## config.mk

```make
export PLATFORM = sky130hd
export DESIGN_NAME = instr_fetch_queue
export DESIGN_NICKNAME = d
export VERILOG_FILES = /design/src/rtl/fetch_pkg.sv /design/src/rtl/fetch_fifo.sv /design/src/rtl/instr_fetch_queue.sv
export SDC_FILE = /design/constraint.sdc
export NUM_CORES = 1
export LEC_CHECK = 0
export ABC_AREA = 1
export ABC_CLOCK_PERIOD_IN_PS = 4480
export CORE_ASPECT_RATIO = 0.9
export CORE_UTILIZATION = 55
export CTS_BUF_LIST = sky130_fd_sc_hd__clkbuf_8
export DETAILED_ROUTE_END_ITERATION = 6
export PLACE_DENSITY = 0.77
export SYNTH_ARGS = -nofsm -noshare
export SYNTH_HDL_FRONTEND = slang
export SYNTH_HIERARCHICAL = 1
export SYNTH_SLANG_ARGS = --single-unit
```

## constraint.sdc

```tcl
create_clock -name clk_i -period 4.48 [get_ports clk_i]
set_input_delay 0.896 -clock clk_i [delete_from_list [all_inputs] [get_ports clk_i]]
set_output_delay 0.896 -clock clk_i [all_outputs]
set_load 0.03 [all_outputs]
```

## src/rtl/fetch_pkg.sv

```systemverilog
// Shared widths, defaults and the buffered entry type for the instruction fetch queue.
package fetch_pkg;
  localparam int ADDR_W          = 32;
  localparam int DATA_W          = 32;
  localparam int DEFAULT_DEPTH   = 4;
  localparam int DEFAULT_MEM_LAT = 2;

  typedef struct packed {
    logic [ADDR_W-1:0] pc;
    logic [DATA_W-1:0] inst;
  } fetch_entry_t;
endpackage

```

## src/rtl/fetch_fifo.sv

```systemverilog
// Synchronous FIFO of fetch entries with flush clear and a fall-through head.
module fetch_fifo
  import fetch_pkg::*;
#(
  parameter  int DEPTH = DEFAULT_DEPTH,
  localparam int PTR_W = $clog2(DEPTH)
) (
  input  logic         clk_i,
  input  logic         rst_i,
  input  logic         clear_i,
  input  logic         push_i,
  input  fetch_entry_t push_data_i,
  input  logic         pop_i,
  output fetch_entry_t head_o,
  output logic [PTR_W:0] count_o
);

  logic [PTR_W-1:0] rd_ptr_reg;
  logic [PTR_W-1:0] wr_ptr_reg;
  logic [PTR_W:0]   count_reg;
  fetch_entry_t     mem_q [DEPTH];
  logic             do_push;
  logic             do_pop;

  // Clear wins over any push or pop in the same cycle.
  assign do_push = push_i & ~clear_i;
  assign do_pop  = pop_i & (count_reg != '0) & ~clear_i;

  always_ff @(posedge clk_i or negedge rst_i) begin
    if (!rst_i) begin
      rd_ptr_reg <= '0;
      wr_ptr_reg <= '0;
      count_reg  <= '0;
    end else if (clear_i) begin
      rd_ptr_reg <= '0;
      wr_ptr_reg <= '0;
      count_reg  <= '0;
    end else begin
      if (do_push) wr_ptr_reg <= wr_ptr_reg + 1'b1;
      if (do_pop)  rd_ptr_reg <= rd_ptr_reg + 1'b1;
      unique case ({do_push, do_pop})
        2'b10:   count_reg <= count_reg + 1'b1;
        2'b01:   count_reg <= count_reg - 1'b1;
        default: count_reg <= count_reg;
      endcase
    end
  end

  // Storage carries no reset so it can map onto plain memory.
  always_ff @(posedge clk_i) begin
    if (do_push) mem_q[wr_ptr_reg] <= push_data_i;
  end

  assign head_o  = mem_q[rd_ptr_reg];
  assign count_o = count_reg;

  a_no_overflow : assert property (@(posedge clk_i) disable iff (!rst_i)
    !(do_push && !do_pop && count_reg == (PTR_W+1)'(DEPTH)));

endmodule

```

## src/rtl/instr_fetch_queue.sv

```systemverilog
// Fetch responder: PC accept, fixed-latency in-flight tracking, credit stall and output FIFO.
// Optional same-cycle return bypass when FETCH_BYPASS_EN is defined.
module instr_fetch_queue
  import fetch_pkg::*;
#(
  parameter int DEPTH   = DEFAULT_DEPTH,
  parameter int MEM_LAT = DEFAULT_MEM_LAT
) (
  input  logic              clk_i,
  input  logic              rst_i,
  input  logic              start_i,
  input  logic [ADDR_W-1:0] pc_i,
  input  logic              flush_i,
  output logic              stall_o,
  output logic              mem_req_o,
  output logic [ADDR_W-1:0] mem_addr_o,
  input  logic [DATA_W-1:0] mem_data_i,
  output logic              inst_valid_o,
  output logic [DATA_W-1:0] inst_o,
  output logic [ADDR_W-1:0] inst_pc_o,
  input  logic              inst_ready_i
);

  localparam int PTR_W = $clog2(DEPTH);
  localparam int SUM_W = $clog2(DEPTH + MEM_LAT + 1);

  logic               acc;
  logic               stall;
  logic [MEM_LAT-1:0] stage_valid;
  logic [ADDR_W-1:0]  stage_pc [MEM_LAT];
  logic [SUM_W-1:0]   inflight;
  logic [PTR_W:0]     fifo_count;
  fetch_entry_t       fifo_head;
  fetch_entry_t       ret_entry;
  fetch_entry_t       out_entry;
  logic               last_valid;
  logic               fifo_push;
  logic               fifo_pop;
  logic               out_valid;

  assign acc        = rst_i & start_i & ~stall & ~flush_i;
  assign mem_req_o  = acc;
  assign mem_addr_o = rst_i ? pc_i : '0;

  // One stage per cycle of memory latency; a flush kills every in-flight request.
  for (genvar gi = 0; gi < MEM_LAT; gi++) begin : g_stage
    logic              valid_reg;
    logic [ADDR_W-1:0] pc_reg;
    logic              valid_in;
    logic [ADDR_W-1:0] pc_in;

    if (gi == 0) begin : g_head
      assign valid_in = acc;
      assign pc_in    = pc_i;
    end else begin : g_tail
      assign valid_in = stage_valid[gi-1];
      assign pc_in    = stage_pc[gi-1];
    end

    always_ff @(posedge clk_i or negedge rst_i) begin
      if (!rst_i) begin
        valid_reg <= 1'b0;
        pc_reg    <= '0;
      end else begin
        valid_reg <= valid_in & ~flush_i;
        pc_reg    <= pc_in;
      end
    end

    assign stage_valid[gi] = valid_reg;
    assign stage_pc[gi]    = pc_reg;
  end

  always_comb begin
    inflight = '0;
    for (int i = 0; i < MEM_LAT; i++) inflight = inflight + SUM_W'(stage_valid[i]);
  end

  // Credits come only from registers, so a pop frees space one cycle later.
  assign stall   = (SUM_W'(fifo_count) + inflight) >= SUM_W'(DEPTH);
  assign stall_o = stall;

  assign last_valid = stage_valid[MEM_LAT-1];
  assign ret_entry  = '{pc: stage_pc[MEM_LAT-1], inst: mem_data_i};
  assign fifo_pop   = (fifo_count != '0) & inst_ready_i;

`ifdef FETCH_BYPASS_EN
  logic bypass;
  assign bypass    = last_valid & ~flush_i & (fifo_count == '0);
  assign fifo_push = last_valid & ~(bypass & inst_ready_i);
  assign out_valid = (fifo_count != '0) | bypass;
  assign out_entry = bypass ? ret_entry : fifo_head;
`else
  assign fifo_push = last_valid;
  assign out_valid = (fifo_count != '0);
  assign out_entry = fifo_head;
`endif

  fetch_fifo #(
    .DEPTH (DEPTH)
  ) u_fifo (
    .clk_i       (clk_i),
    .rst_i       (rst_i),
    .clear_i     (flush_i),
    .push_i      (fifo_push),
    .push_data_i (ret_entry),
    .pop_i       (fifo_pop),
    .head_o      (fifo_head),
    .count_o     (fifo_count)
  );

  // Empty-slot contents are undefined, so outputs read zero whenever nothing is valid.
  assign inst_valid_o = out_valid;
  assign inst_o       = out_valid ? out_entry.inst : '0;
  assign inst_pc_o    = out_valid ? out_entry.pc   : '0;

endmodule

```

==> results of run 1 <==
-- layout by cell type (no fill, tap or decap), types with 47 or more instances in the layout --
cell type / instances
o22ai_1: 56
inv_1: 140
edfxtp_1: 256
nand2_1: 47
nor2_1: 200
dfrtp_1: 71
o21ai_0: 77
clkdlybuf4s50_1: 166
clkbuf_8: 55
o21ai_1: 55
-- report_power, final --
part / switching [mW] / internal (mW)
logic: 0.151 / 0.119
clock network: 1.07 / 1.13
registers: 0.0248 / 3.33
total: 1.24 / 4.58
-- per-stage QoR --
stage	setup WS (ns)	hold slack (ns)	std cells	total power, mW
after global placement	0.9194	0.3320	1398	3.685
after global routing	0.07091	0.3504	1493	6.056
after CTS	0.2905	0.3447	1493	5.882
final	0.3158	0.3424	1494	5.827
after detailed placement	0.8907	0.3347	1398	3.693
after floorplan	0.2429	0.3312	966	3.523
-- path summary, 6_finish.rpt --
path	startpoint	to	cells past startpoint
worst max-delay path	u_fifo/rd_ptr_reg[0]	inst_o[18]	7
worst min-delay path	g_stage[0].pc_reg[16]	g_stage[1].pc_reg[16]	0
worst max register to register	u_fifo/count_o[2]	u_fifo/count_o[2]	12
worst min register to register	g_stage[0].pc_reg[16]	g_stage[1].pc_reg[16]	0
max in group asynchronous	rst_i	u_fifo/rd_ptr_reg[0]	2
min in group asynchronous	rst_i	g_stage[0].pc_reg[26]	1
-- metal layers --
metal	share of wire (%)	track usage (%)	up-vias
met3	7.3	5.700	37
li1	-	-	3713
met1	43	29.99	3740
met2	48	35.34	300
met5	0.052	0	-
met4	1.9	6.321	2
-- layout make-up --
cell class / instances / area [µm²]
clock inverters: 40 / 162.7
fillers: 1528 / 7049
diodes: 1 / 2.502
well taps: 297 / 371.6
repair buffers: 188 / 1852
multi-input cells: 469 / 2298
flip-flops and latches: 329 / 9519
clock buffers: 55 / 757.0
inverters: 115 / 434.2
-- kinds of logic (layout without fill, tap and decap cells) --
logic type               count (synthesis)  after routing  share of synthesized area (%)
AND/OR/NAND/NOR                        264            264                          8.331
adder cells (fa/ha/maj)                  6              6                         0.6577
XOR/XNOR                                 1              1                        0.06977
buffers and inverters                  168            398                          6.208
AO/OA/AOI/OAI                          198            198                          8.959
flip-flops                             329            329                          75.77
other                                    0              1                              0
==> metrics.cfg, run 1 <==
[status]
status = completed

[job]
cap_violations = 0

[yosys]
synth_flop_cell = edfxtp_1
ys_ff_latch = 329
yosys_warnings = 6
yosys.cell_count.top_type = edfxtp_1
synth_edf_count = 256
synth_area_leaders = edfxtp_1 61%, dfrtp_1 15%, nor2_1 6.1%
synth_common_cells = 256 x edfxtp_1, 204 x nor2_1, 112 x inv_1, 77 x o21ai_0, 73 x dfrtp_1
netlist.top_cell.by_area = edfxtp_1
postSynthCellCount = 966
yosys.cell_types.count = 25
netlist_area_um2 = 12560
ys_seq_area_share_pct = 75.77
syn_avg_cell_area_um2 = 13.00
netlist.area_leader.share_pct = 61.23
synthesis.nets = 1041
postSynth.asyncResetShare_pct = 22.19

[detailed_routing]
wl_per_cell_um = 16.67
drt_iter0_drc = 580
dr.pass1.iters = 5
postRouteAntennaNets = 0
routed_wl_mm = 24.91
drc = 0
vias = 7792
viasPerCell = 5.216

[setup_path]
worstPathMaxFanout = 49
end_kind = primary output
start_kind = flip-flop
max_stage_delay_ns = 0.67
worst-path-buf-inv = 4
critPathArrivalTime_ns = 3.27
cp_top_family = buffers and inverters
r2r_slack_ns = 1.74
crit_type = flip-flop to primary output
critPathRequiredTime_ns = 3.58
slowest_stage = clkdlybuf4s50_1
path_cells = inv_4 -> buf_4 -> o21ai_0 -> o22ai_1 -> inv_1 -> nor2_1 -> clkdlybuf4s50_1

[cts]
post_cts_buffers = 0
clk_pin_slew_ns = 0.06
cts_tree = built
hold_buffers = 0
cts_max_level = 2
cts_resized = 0
cts_buffers = 51
clockRootBuffer = clkbuf_8
insertion_delay_ns = 0.57
clockBufferDepth = 3
clock_sinks = 329

[finish]
largest_register_ff_count = 256
drive_above_1_share_pct = 8.946
final_util_pct = 68.60
nNetsFinal = 1229
fin_area_um2 = 15400
area_growth_pct = 22.63

[floorplanning]
die_w_um = 161.3
die_y_um = 145.3
die-area_um2 = 23440
io_pins = 168
coreArea_um2 = 22450
core.rowCount = 52
start_util_pct = 55.94

[sta]
period_needed_ns = 4.164
slew_headroom_pct = 47.33
worst_pin_slew_ns = 0.7888
setup-violations-final = 0
period_share_pct = 92.95
skew_ns = 0.01487
drv_slew = 0
tns_ns = 0
hold_violations = 0
rsz0062_at_grt = false
fmax_mhz = 240.1

[global_routing]
grt_max_degree = 66
grt-ovfl-total = 0
first_global_vias = 7892
grt_usage_pct = 22.01
antenna_found_initial = 2
grt_first_pass_wirelength_mm = 40.42

[min_path]
hold_path.class = flip-flop to flip-flop

[placed_design]
numPortBuffers = 167
gp_congestion = 0.7469
placedInstanceArea_um2 = 14480
dp_hpwl_mm = 14.45

[pwr]
p_leak_nw = 6.054
ir_drop_uv = 247.8
powerDensity_nw_per_um2 = 378.5

Power figures use the tool's default switching activity.
==> inputs of run 2 (changes only) <==
==> constraint.sdc (replaced) <==
create_clock -name clk_i -period 4.48 [get_ports clk_i]
set_input_delay 0.448 -clock clk_i [delete_from_list [all_inputs] [get_ports clk_i]]
set_output_delay 0.448 -clock clk_i [all_outputs]
set_load 0.03 [all_outputs]
==> run 2 against run 1 <==
Register-to-register slack lost 0.07 ns. Final cell count shrank 0.47%. Routed wire length shrank 1.9%. Core utilization grew 0.30 points. Maximum frequency grew 7.9%. Critical endpoint is now inst_o[0]. Largest cell class unchanged. Clock skew is essentially flat. Global-route usage shrank 0.61 points.
==> metrics.cfg, run 2 (same netlist as run 1, synthesis figures left out) <==
[sta]
period_share_pct = 86.17
period_needed_ns = 3.861
slew_headroom_pct = 35.09
setup-violations-final = 0
rsz0062_at_grt = false
drv_slew = 0
hold_violations = 0
fmax_mhz = 259.0
worst_pin_slew_ns = 0.9736
tns_ns = 0
skew_ns = 0.01511

[cts]
clock_sinks = 329
cts_buffers = 49
cts_tree = built
post_cts_buffers = 0
insertion_delay_ns = 0.56
clk_pin_slew_ns = 0.06
cts_max_level = 2
clockBufferDepth = 3
hold_buffers = 1
cts_resized = 0
clockRootBuffer = clkbuf_8

[min_path]
hold_path.class = flip-flop to flip-flop
min_to = g_stage[1].pc_reg[13]
hold_start = g_stage[0].pc_reg[13]
min_delay_path_depth = 0

[setup_path]
reg2reg_to = u_fifo/count_o[2]
r2r_slack_ns = 1.67
critPathArrivalTime_ns = 3.41
slowest_stage = buf_4
critPathRequiredTime_ns = 4.03
crit_type = flip-flop to primary output
start_kind = flip-flop
r2r_start = u_fifo/count_o[2]
end_kind = primary output
path_cells = buf_4 -> o21ai_0 -> o22ai_1 -> inv_1 -> nor2_1 -> clkdlybuf4s50_1
worstPathMaxFanout = 97
max_stage_delay_ns = 0.79
r2r_cells = 12

[detailed_routing]
routed_wl_mm = 24.44
drc = 0
dr.pass1.iters = 5
drt_iter0_drc = 548
wl_per_cell_um = 16.44
postRouteAntennaNets = 0
viasPerCell = 5.167
vias = 7684

[floorplanning]
core.rowCount = 52
coreArea_um2 = 22450
die-area_um2 = 23440
die_w_um = 161.3
io_pins = 168
die_y_um = 145.3
start_util_pct = 55.94

[global_routing]
grt_usage_pct = 21.41
grt_first_pass_wirelength_mm = 39.16
grt-ovfl-total = 0
first_global_vias = 7752
grt_max_degree = 98
antenna_found_initial = 1

[placed_design]
numPortBuffers = 167
gp_congestion = 0.7066
dp_hpwl_mm = 13.91

[pwr]
p_leak_nw = 6.028
powerDensity_nw_per_um2 = 389.1
ir_drop_uv = 333.9

[finish]
area_growth_pct = 23.17
final_cell_mix = 256 x edfxtp_1, 200 x nor2_1, 166 x clkdlybuf4s50_1
largest_register_ff_count = 256
layout_commonest_cell = edfxtp_1
final_util_pct = 68.90
drive_above_1_share_pct = 9.504
nFillCells = 1533
nNetsFinal = 1224

[job]
cap_violations = 0

[status]
status = completed

-- run 2: cell types whose count changed in the layout (fill, tap and decap cells not counted), sizes merged --
cell | previous run | this run
clkinv | 10 | 13
bufinv | 0 | 1
inv | 144 | 130
dlygate4sd3 | 0 | 1
clkbuf | 55 | 62
clkinvlp | 1 | 0
buf | 22 | 18
-- run 2: worst max path at each step --
stage	start	endpoint	slack (ns)	cells past startpoint
global route	u_fifo/rd_ptr_reg[0]	inst_o[25]	0.39	6
detailed placement	u_fifo/rd_ptr_reg[0]	inst_o[8]	1.20	6
floorplan	u_fifo/wr_ptr_reg[0]	u_fifo/mem_q[2][0]	0.68	4
global placement	u_fifo/rd_ptr_reg[0]	inst_o[1]	1.25	6
CTS	u_fifo/rd_ptr_reg[0]	inst_o[0]	0.60	6
finish	u_fifo/rd_ptr_reg[0]	inst_o[0]	0.62	6
-- run 2: cell type report --
type / count / area (µm²) / area share [%]
flip-flops and latches: 329 / 9519 / 61.55
clock buffers: 62 / 853.3 / 5.518
inverters: 115 / 434.2 / 2.807
repair buffers: 185 / 1832 / 11.84
diodes: 1 / 2.502 / 0.01618
clock inverters: 29 / 153.9 / 0.9952
well taps: 297 / 371.6 / 2.403
multi-input cells: 469 / 2298 / 14.86
-- run 2: worst max-delay path: cells and delay by family, from the launching register on --
kind	cells	cell delay, ns
buffers and inverters	3	1.59
and+or+nand+nor	1	0.10
DFF	1	0.64
AOI/OAI and AO/OA	2	0.45
-- run 2: stage by stage --
| stage | cell area (µm²) | power, mW | hold WS [ns] | setup WS (ns) | std cells |
|---|---|---|---|---|---|
| 3_5_place_dp | 14450 | 3.690 | 0.3347 | 1.197 | 1394 |
| 3_3_place_gp | 14450 | 3.684 | 0.3327 | 1.255 | 1394 |
| 4_1_cts | 15460 | 6.076 | 0.3335 | 0.5963 | 1486 |
| 6_report | 15460 | 6.018 | 0.3415 | 0.6194 | 1487 |
| 2_1_floorplan | 12560 | 3.523 | 0.1524 | 0.6782 | 966 |
| 5_1_grt | 15460 | 6.247 | 0.3440 | 0.3940 | 1486 |
-- run 2: power breakdown --
part	total, mW	internal (mW)	switching (mW)
combinational	0.268	0.118	0.150
sequential	3.36	3.33	0.0246
clock	2.39	1.31	1.08
total	6.02	4.76	1.26
-- run 2: routing by layer --
layer  GRT usage (%)  share of wire, %
met1           28.64                42
met5               0                 0
met3           5.443               6.9
met4           9.245               2.9
met2           33.58                48
==> inputs of run 3 (changes only) <==
GPL_TIMING_DRIVEN = 0   (was default)
PLACE_DENSITY = default   (was 0.77)
PLACE_DENSITY_LB_ADDON = 0.08   (was default)
==> run 3 against run 2 <==
First-iteration DRC count is 8.2% higher. Setup slack got worse by 0.018 ns. Critical path depth is 2 higher. Critical endpoint is now mem_addr_o[5].
==> metrics.cfg, run 3 (same netlist as run 1, synthesis figures left out) <==
[cts]
post_cts_buffers = 0
clockBufferDepth = 3
clockRootBuffer = clkbuf_8
cts_max_level = 2
insertion_delay_ns = 0.56
cts_tree = built
hold_buffers = 1
clock_sinks = 329
clk_pin_slew_ns = 0.06
cts_buffers = 50
cts_resized = 0

[min_path]
hold_start = g_stage[0].pc_reg[11]
min_to = g_stage[1].pc_reg[11]
min_delay_path_depth = 0
hold_path.class = flip-flop to flip-flop

[job]
cap_violations = 0

[pwr]
switching_power_mw = 1.264
p_seq_share_pct = 54.9
powerDensity_nw_per_um2 = 385.6
clockPowerShare_pct = 40.5
p_leak_nw = 6.266
ir_drop_uv = 281.6
p_int_mw = 4.851
power_frac_comb_pct = 4.6
sw_frac_of_total_pct = 20.67

[finish]
final_cell_mix = 256 x edfxtp_1, 200 x nor2_1, 166 x clkdlybuf4s50_1
final_cells = 1533
nNetsFinal = 1270
fin_area_um2 = 15860
drive_above_1_share_pct = 11.89
nFillCells = 1539
layout_commonest_cell = edfxtp_1
area_growth_pct = 26.32
antenna-diode-count = 0
largest_register_ff_count = 256
final_util_pct = 70.66

[global_routing]
grt-ovfl-total = 0
grt_usage_pct = 23.37
antenna_found_initial = 1
first_global_vias = 7932
grt_first_pass_wirelength_mm = 41.71
grt_max_degree = 43

[placed_design]
dp_hpwl_mm = 16.87
dpl.cell_count = 1439
numPortBuffers = 167
pre_cts_ws_ns = 1.103
gp_congestion = 0.7451
placedInstanceArea_um2 = 14810

[sta]
skew_ns = 0.01135
tns_ns = 0
rsz0062_at_grt = false
period_share_pct = 86.58
period_needed_ns = 3.879
drv_slew = 0
setup-violations-final = 0
hold_violations = 0
setup_slack_ns = 0.6010
slew_headroom_pct = 36.40
fmax_mhz = 257.8
worst_pin_slew_ns = 0.9517

[setup_path]
critPathArrivalTime_ns = 3.43
critPathRequiredTime_ns = 4.03
worst-path-buf-inv = 7
cp_top_family = buffers and inverters
crit_type = input pin to primary output
max_stage_delay_ns = 0.66
start_kind = input pin
end_kind = primary output
worstPathMaxFanout = 42
r2r_slack_ns = 1.98
path_cells = dlygate4sd3_1 -> buf_4 -> buf_16 -> clkbuf_1 -> buf_2 -> nand2_1 -> inv_1 -> clkdlybuf4s50_1
r2r_cells = 12
reg2reg_to = u_fifo/count_o[2]
slowest_stage = clkdlybuf4s50_1
r2r_start = u_fifo/count_o[2]

[floorplanning]
die_w_um = 161.3
start_util_pct = 55.94
io_pins = 168
die-area_um2 = 23440
die_y_um = 145.3
coreArea_um2 = 22450
core.rowCount = 52

[detailed_routing]
routed_wl_mm = 26.66
drt_iter0_drc = 593
wl_per_cell_um = 17.39
drc = 0
vias = 8012
dr.pass1.iters = 5
postRouteAntennaNets = 0
viasPerCell = 5.226

[status]
status = completed

run 3: cell types whose count changed in the layout (fill, tap and decap cells not counted), moves of 2 or more:
cell and change:
inv_1 +6, clkbuf_8 -5, clkbuf_1 +7, buf_6 +11, buf_12 +6, buf_2 +26
bufinv_16 +3, buf_4 -6, dfrtp_1 +2, clkinv_1 -2
run 3: layer usage:
| layer | global-route usage [%] | up-vias | part of all wire (%) |
|---|---|---|---|
| li1 | - | 3787 | - |
| met1 | 32.71 | 3835 | 42 |
| met2 | 36.47 | 325 | 47 |
| met3 | 4.389 | 63 | 7.6 |
| met4 | 9.717 | 2 | 2.8 |
| met5 | 0 | - | 0.049 |
run 3: stage by stage:
step	hold WS [ns]	power [mW]
finish	0.3456	6.115
global placement	0.3317	3.691
global route	0.3401	6.311
detailed placement	0.3347	3.700
floorplan	0.1524	3.523
CTS	0.3285	6.165
run 3: how the worst max path moves through the flow:
stage               slack [ns]             endpoint            startpoint  cells past startpoint
finish                    0.60        mem_addr_o[5]                 rst_i                      8
floorplan                 0.68   u_fifo/mem_q[2][0]  u_fifo/wr_ptr_reg[0]                      4
CTS                       0.56        mem_addr_o[5]                 rst_i                      8
global route              0.40        mem_addr_o[5]                 rst_i                      8
detailed placement        1.10        mem_addr_o[5]                 rst_i                      7
global placement         -2.36  u_fifo/mem_q[3][38]               flush_i                      4
run 3: final cells by class:
type | instances | area [µm²] | share of cell area (%)
multi-input cells | 469 | 2292 | 14.45
flip-flops and latches | 329 | 9514 | 59.99
clock inverters | 36 | 251.5 | 1.586
well taps | 297 | 371.6 | 2.343
repair buffers | 177 | 1867 | 11.77
inverters | 115 | 431.7 | 2.722
clock buffers | 57 | 784.5 | 4.946
plain buffers | 53 | 347.8 | 2.193
run 3: power groups by stage:
stage,sequential [mW],combinational (mW),clock (mW)
2_1_floorplan,3.41,0.112,0
3_3_place_gp,3.42,0.273,0
3_5_place_dp,3.42,0.282,0
4_1_cts,3.36,0.284,2.53
5_1_grt,3.36,0.302,2.65
6_report,3.36,0.280,2.48
==> patch 1, RTL diff (settings of run 2) <==
Change the package constant `DEFAULT_DEPTH` from 4 to 2.
--- a/src/rtl/fetch_pkg.sv
+++ b/src/rtl/fetch_pkg.sv
@@ -4,3 +4,3 @@
   localparam int DATA_W          = 32;
-  localparam int DEFAULT_DEPTH   = 4;
+  localparam int DEFAULT_DEPTH   = 2;
   localparam int DEFAULT_MEM_LAT = 2;
Formal check against the unedited RTL: not equivalent (a bounded check fails within 4 cycles, from zero or initial values and one cycle with rst_i low).
==> patch 1 against run 2 <==
- area after synthesis is 41% lower
- power is 43% lower
- combinational power is 6% lower
- count of clock-buffer cells in the layout is 45 lower
- wire length is 44% lower
- sequential cell count is 131 lower
- final area is 38% lower
- synthesized cell count is 33% lower
- register-to-register slack better by 0.34 ns
- worst setup slack better by 0.47 ns
- largest power group unchanged
==> patch 1: results (changes against run 2) <==
- Outcome: finished clean
- Area contributors post-synth: edfxtp_1 (52%), dfrtp_1 (24%), nand2_1 (12%)
- Peak supply drop: 0.226 mV (-32%)
- Later-pin clock latency in the skew report: 0.45 ns (-0.11 ns)
- Num CTS Buffers: 17 (-65%)
- Synth Flop Type: edfxtp_1
- Nets: 885 (-28%)
- Net Count, Synth: 719 (-31%)
- Antenna violations before repair: 0 (-1)
- DR vias/cell: 4.74 (-8.4%)
- Highest fanout seen on the critical path: 66 (-32%)
- Hpwl dp: 8640 um (-38%)
- Layout cells sized above 1: 0.0556 (-0.0395)
- Reg2reg setup slack: 2.01 ns (+0.34 ns)
- Post-CTS Resized: 0 (unchanged)
- Crit-path leading delay family: buffers and inverters
- Clock Skews: 0.0127 ns (-0.00246 ns)
- Vias in the first global route: 4574 (-41%)
- Drt first pass iters: 5 (unchanged)
- DP Area: 9200 um2 (-36%)
- Hold WC Path Type: in2async
- Lkg Pwr: 4.29 nW (-29%)
- IO buf count: 167 (unchanged)
- Largest net degree at the start of global routing: 84 (-14%)
- Drt wl/cell: 13.9 um (-15%)
- Register area share after synthesis: 0.758 (about the same)
- Slew Limit Headroom: 0.197 (-0.154)
- Ant diodes: 0 (-1)
- First-pass GRT wire length: 21500 um (-45%)
- Placer Congestion: 0.756 (+6.9%)
- Worst Path Arrival: 2.94 ns (-0.47 ns)
- Distinct cell type count after synthesis: 19 (-24%)
- Number of flip-flops in the largest register: 128 (-50%)
- Top cells by count, synth: nand2_1 (236), edfxtp_1 (128), inv_1 (105)
- Crit-path slowest cell: inv_2
- Clk slew on worst S/H paths: 0.10 ns (+0.04 ns)
- Clk buf depth: 2 (-1)
- Post-synth EDFFs: 128 (-50%)
- Total GRT Usage: 0.209 (-0.00497)
- H-tree Lvls: 4 (+2)
- Post-CTS setup buffers: 0 (unchanged)
- Final setup vio count: 0 (unchanged)
- Yosys warning count: 6 (unchanged)
- Async SR Flop Fraction: 0.354 (+0.132)
- R2R depth: 8 (-4)
- Root Driver: clkbuf_8
- Iter 0 DRT Violations: 359 (-34%)
- Crit-path max cell delay: 0.86 ns (+0.07 ns)
[patch 1: report_power, final]
| part | switching (mW) | internal (mW) | total [mW] |
|---|---|---|---|
| clock | 0.614 | 0.565 | 1.18 |
| combinational | 0.138 | 0.114 | 0.251 |
| sequential | 0.0142 | 1.99 | 2.00 |
[patch 1: final cells by class]
class                   count  area, um2
clock inverters            15        189
repair buffers            172       1730
clock buffers              17        234
flip-flops and latches    198       5600
well taps                 164        205
multi-input cells         321       1270
inverters                 105        394
fillers                   837       3260
[patch 1: kinds of logic after synthesis]
family                     share of synthesized area
DFF                                            0.758
AOI/OAI and AO/OA                            0.00457
buffers and inverters                         0.0737
xor gates and xnor gates                     0.00119
adders and majority gates                    0.00169
and+or+nand+nor                                0.161
[patch 1: final timing paths]
path                                            start                     to
worst max register to register      u_fifo/count_o[1]      u_fifo/count_o[0]
worst min register to register  g_stage[0].pc_reg[19]  g_stage[1].pc_reg[19]
max in group asynchronous                       rst_i  g_stage[0].pc_reg[15]
worst max-delay path                u_fifo/rd_ptr_reg             inst_o[29]
min in group clk_i              g_stage[0].pc_reg[19]  g_stage[1].pc_reg[19]
worst min-delay path                            rst_i  g_stage[0].pc_reg[14]
[patch 1: per-layer routing]
layer | up-vias | GRT usage | share of wire
met3 | 17 | 0.0517 | 0.067
met5 | - | 0 | 0
met4 | 0 | 0.0786 | 0.012
li1 | 2317 | - | -
met2 | 165 | 0.340 | 0.49
met1 | 2199 | 0.272 | 0.43
[patch 1: stage by stage]
step / worst slack [ns] / hold slack, ns / std cells
2_1_floorplan: 0.748 / 0.152 / 649
3_3_place_gp: 1.69 / 0.332 / 960
3_5_place_dp: 1.64 / 0.335 / 960
4_1_cts: 1.11 / 0.115 / 992
5_1_grt: 0.903 / 0.165 / 992
6_report: 1.09 / 0.123 / 992
==> patch 2, RTL diff (settings of run 2) <==
Without the edit above. Reset style: synchronous (`rst_i`), changed in 2 clocked blocks.
--- a/src/rtl/fetch_fifo.sv
+++ b/src/rtl/fetch_fifo.sv
@@ -28,3 +28,3 @@
 
-  always_ff @(posedge clk_i or negedge rst_i) begin
+  always_ff @(posedge clk_i) begin
     if (!rst_i) begin
--- a/src/rtl/instr_fetch_queue.sv
+++ b/src/rtl/instr_fetch_queue.sv
@@ -59,3 +59,3 @@
 
-    always_ff @(posedge clk_i or negedge rst_i) begin
+    always_ff @(posedge clk_i) begin
       if (!rst_i) begin
Behaviour: differs if rst_i is asserted again (counterexample within 4 cycles, from zero or initial values and one cycle with rst_i low); with rst_i held inactive, the same outputs for 4 cycles.
==> patch 2 against run 2 <==
- final area down 1.4%
- die area decreased by 0.87%
- wire length is 0.21% lower
- count of clock-buffer cells in the layout decreased by 4
- sequential cell count is 2 higher
- area after synthesis shrank 0.88%
- worst setup slack better by 0.063 ns
- power shrank 2.9%
- critical endpoint is now inst_o[14]
- largest power group unchanged
==> patch 2: results (changes against run 2) <==
- Outcome: finished clean
- Ant diodes: 0 (-1)
- Highest fanout seen on the critical path: 100 (+3.1%)
- Layout cells sized above 1: 0.0723 (-0.0228)
- Iter 0 DRT Violations: 589 (+7.5%)
- Peak supply drop: 0.213 mV (-36%)
- Worst Path Arrival: 3.35 ns (-0.06 ns)
- Register area share after synthesis: 0.738 (-0.0194)
- Top cells by count, synth: edfxtp_1 (256), nor2_1 (208), inv_1 (149)
- Area contributors post-synth: edfxtp_1 (62%), dfxtp_1 (12%), nor2_1 (6.3%)
- Slew @ Worst Pin: 1.02 ns (+0.0506 ns)
- Hold WC Path Type: in2reg
- Placer Congestion: 0.716 (+1.3%)
- Pre-CTS setup slack: 1.25 ns (+0.0525 ns)
- Clock Skews: 0.0138 ns (-0.00134 ns)
- Later-pin clock latency in the skew report: 0.54 ns (-0.02 ns)
- Antenna violations before repair: 0 (-1)
- Total GRT Usage: 0.214 (about the same)
- Post-synthesis compound-gate area fraction: 0.0862 (-0.00343)
- Async SR Flop Fraction: 0 (-0.222)
- Vias in the first global route: 7636 (-1.5%)
- First-pass GRT wire length: 38700 um (-1.3%)
- Adder-cell area share of the yosys netlist: 0.00764 (+0.00106)
- Net Count, Synth: 1117 (+7.3%)
- Drt first pass iters: 4 (-1)
- Drt wl/cell: 15.7 um (-4.3%)
- Lkg Pwr: 6.25 nW (+3.6%)
- Routed via count: 7937 (+3.3%)
-- patch 2: changes by cell type in the layout (fill, tap and decap cells not counted), moves of 3 or more --
cell      delta
o22ai_1      +8
inv_1       +43
nand2_1     +37
dfxtp_1     +73
o22ai_2      -8
o21ai_0      -3
clkbuf_8     -4
buf_4        -4
dfrtp_1     -71
nor2_1       +4
-- patch 2: power by group --
group	switching (mW)	internal (mW)	total [mW]
registers	0.0168	3.33	3.35
logic	0.0992	0.0945	0.194
clock network	1.07	1.23	2.30
-- patch 2: critical path, delay by kind of cell, from the launching register on --
family | cells | cell delay (ns)
compound gates | 2 | 0.43
buf+inv | 3 | 1.54
flops | 1 | 0.55
simple gates | 1 | 0.15
-- patch 2: cell type report --
cell class / count / share of cell area
flip-flops and latches: 331 / 0.603
well taps: 291 / 0.0239
inverters: 151 / 0.0373
clock buffers: 58 / 0.0523
repair buffers: 182 / 0.119
clock inverters: 33 / 0.0106
multi-input cells: 504 / 0.154
-- patch 2: kinds of logic (layout without fill, tap and decap cells) --
logic type               Yosys count  count (layout)
flip-flops                       331             331
AND/OR/NAND/NOR                  297             297
buffers and inverters            206             424
AO/OA/AOI/OAI                    198             198
adder cells (fa/ha/maj)            7               7
XOR/XNOR                           2               2
-- patch 2: worst paths after layout --
check / from / endpoint / slack [ns] / depth (start not counted)
worst max register to register: u_fifo/count_o[2] / u_fifo/count_o[2] / 2.16 / 13
worst max-delay path: flip-flop / inst_o[14] / 0.68 / 6
worst min register to register: g_stage[0].pc_reg[9] / g_stage[1].pc_reg[9] / 0.41 / 2
worst min-delay path: rst_i / g_stage[1].pc_reg[9] / 0.35 / 3
-- patch 2: routing by layer --
layer | wire length (um) | track usage | vias to the layer above | part of all wire
li1 | - | - | 3861 | -
met1 | 10400 | 0.275 | 3734 | 0.43
met4 | 522 | 0.0707 | 0 | 0.021
met5 | 0 | 0 | - | 0
met3 | 1580 | 0.0410 | 49 | 0.065
met2 | 11900 | 0.370 | 293 | 0.49
-- patch 2: through the flow --
| step | instance area, um2 | hold WS (ns) | power (mW) | cells |
|---|---|---|---|---|
| after floorplan | 12400 | 0.390 | 3.48 | 1041 |
| after global placement | 14300 | 0.395 | 3.60 | 1459 |
| after detailed placement | 14300 | 0.399 | 3.61 | 1459 |
| after CTS | 15300 | 0.327 | 5.90 | 1550 |
| after global routing | 15300 | 0.343 | 6.05 | 1550 |
| final | 15300 | 0.349 | 5.84 | 1550 |
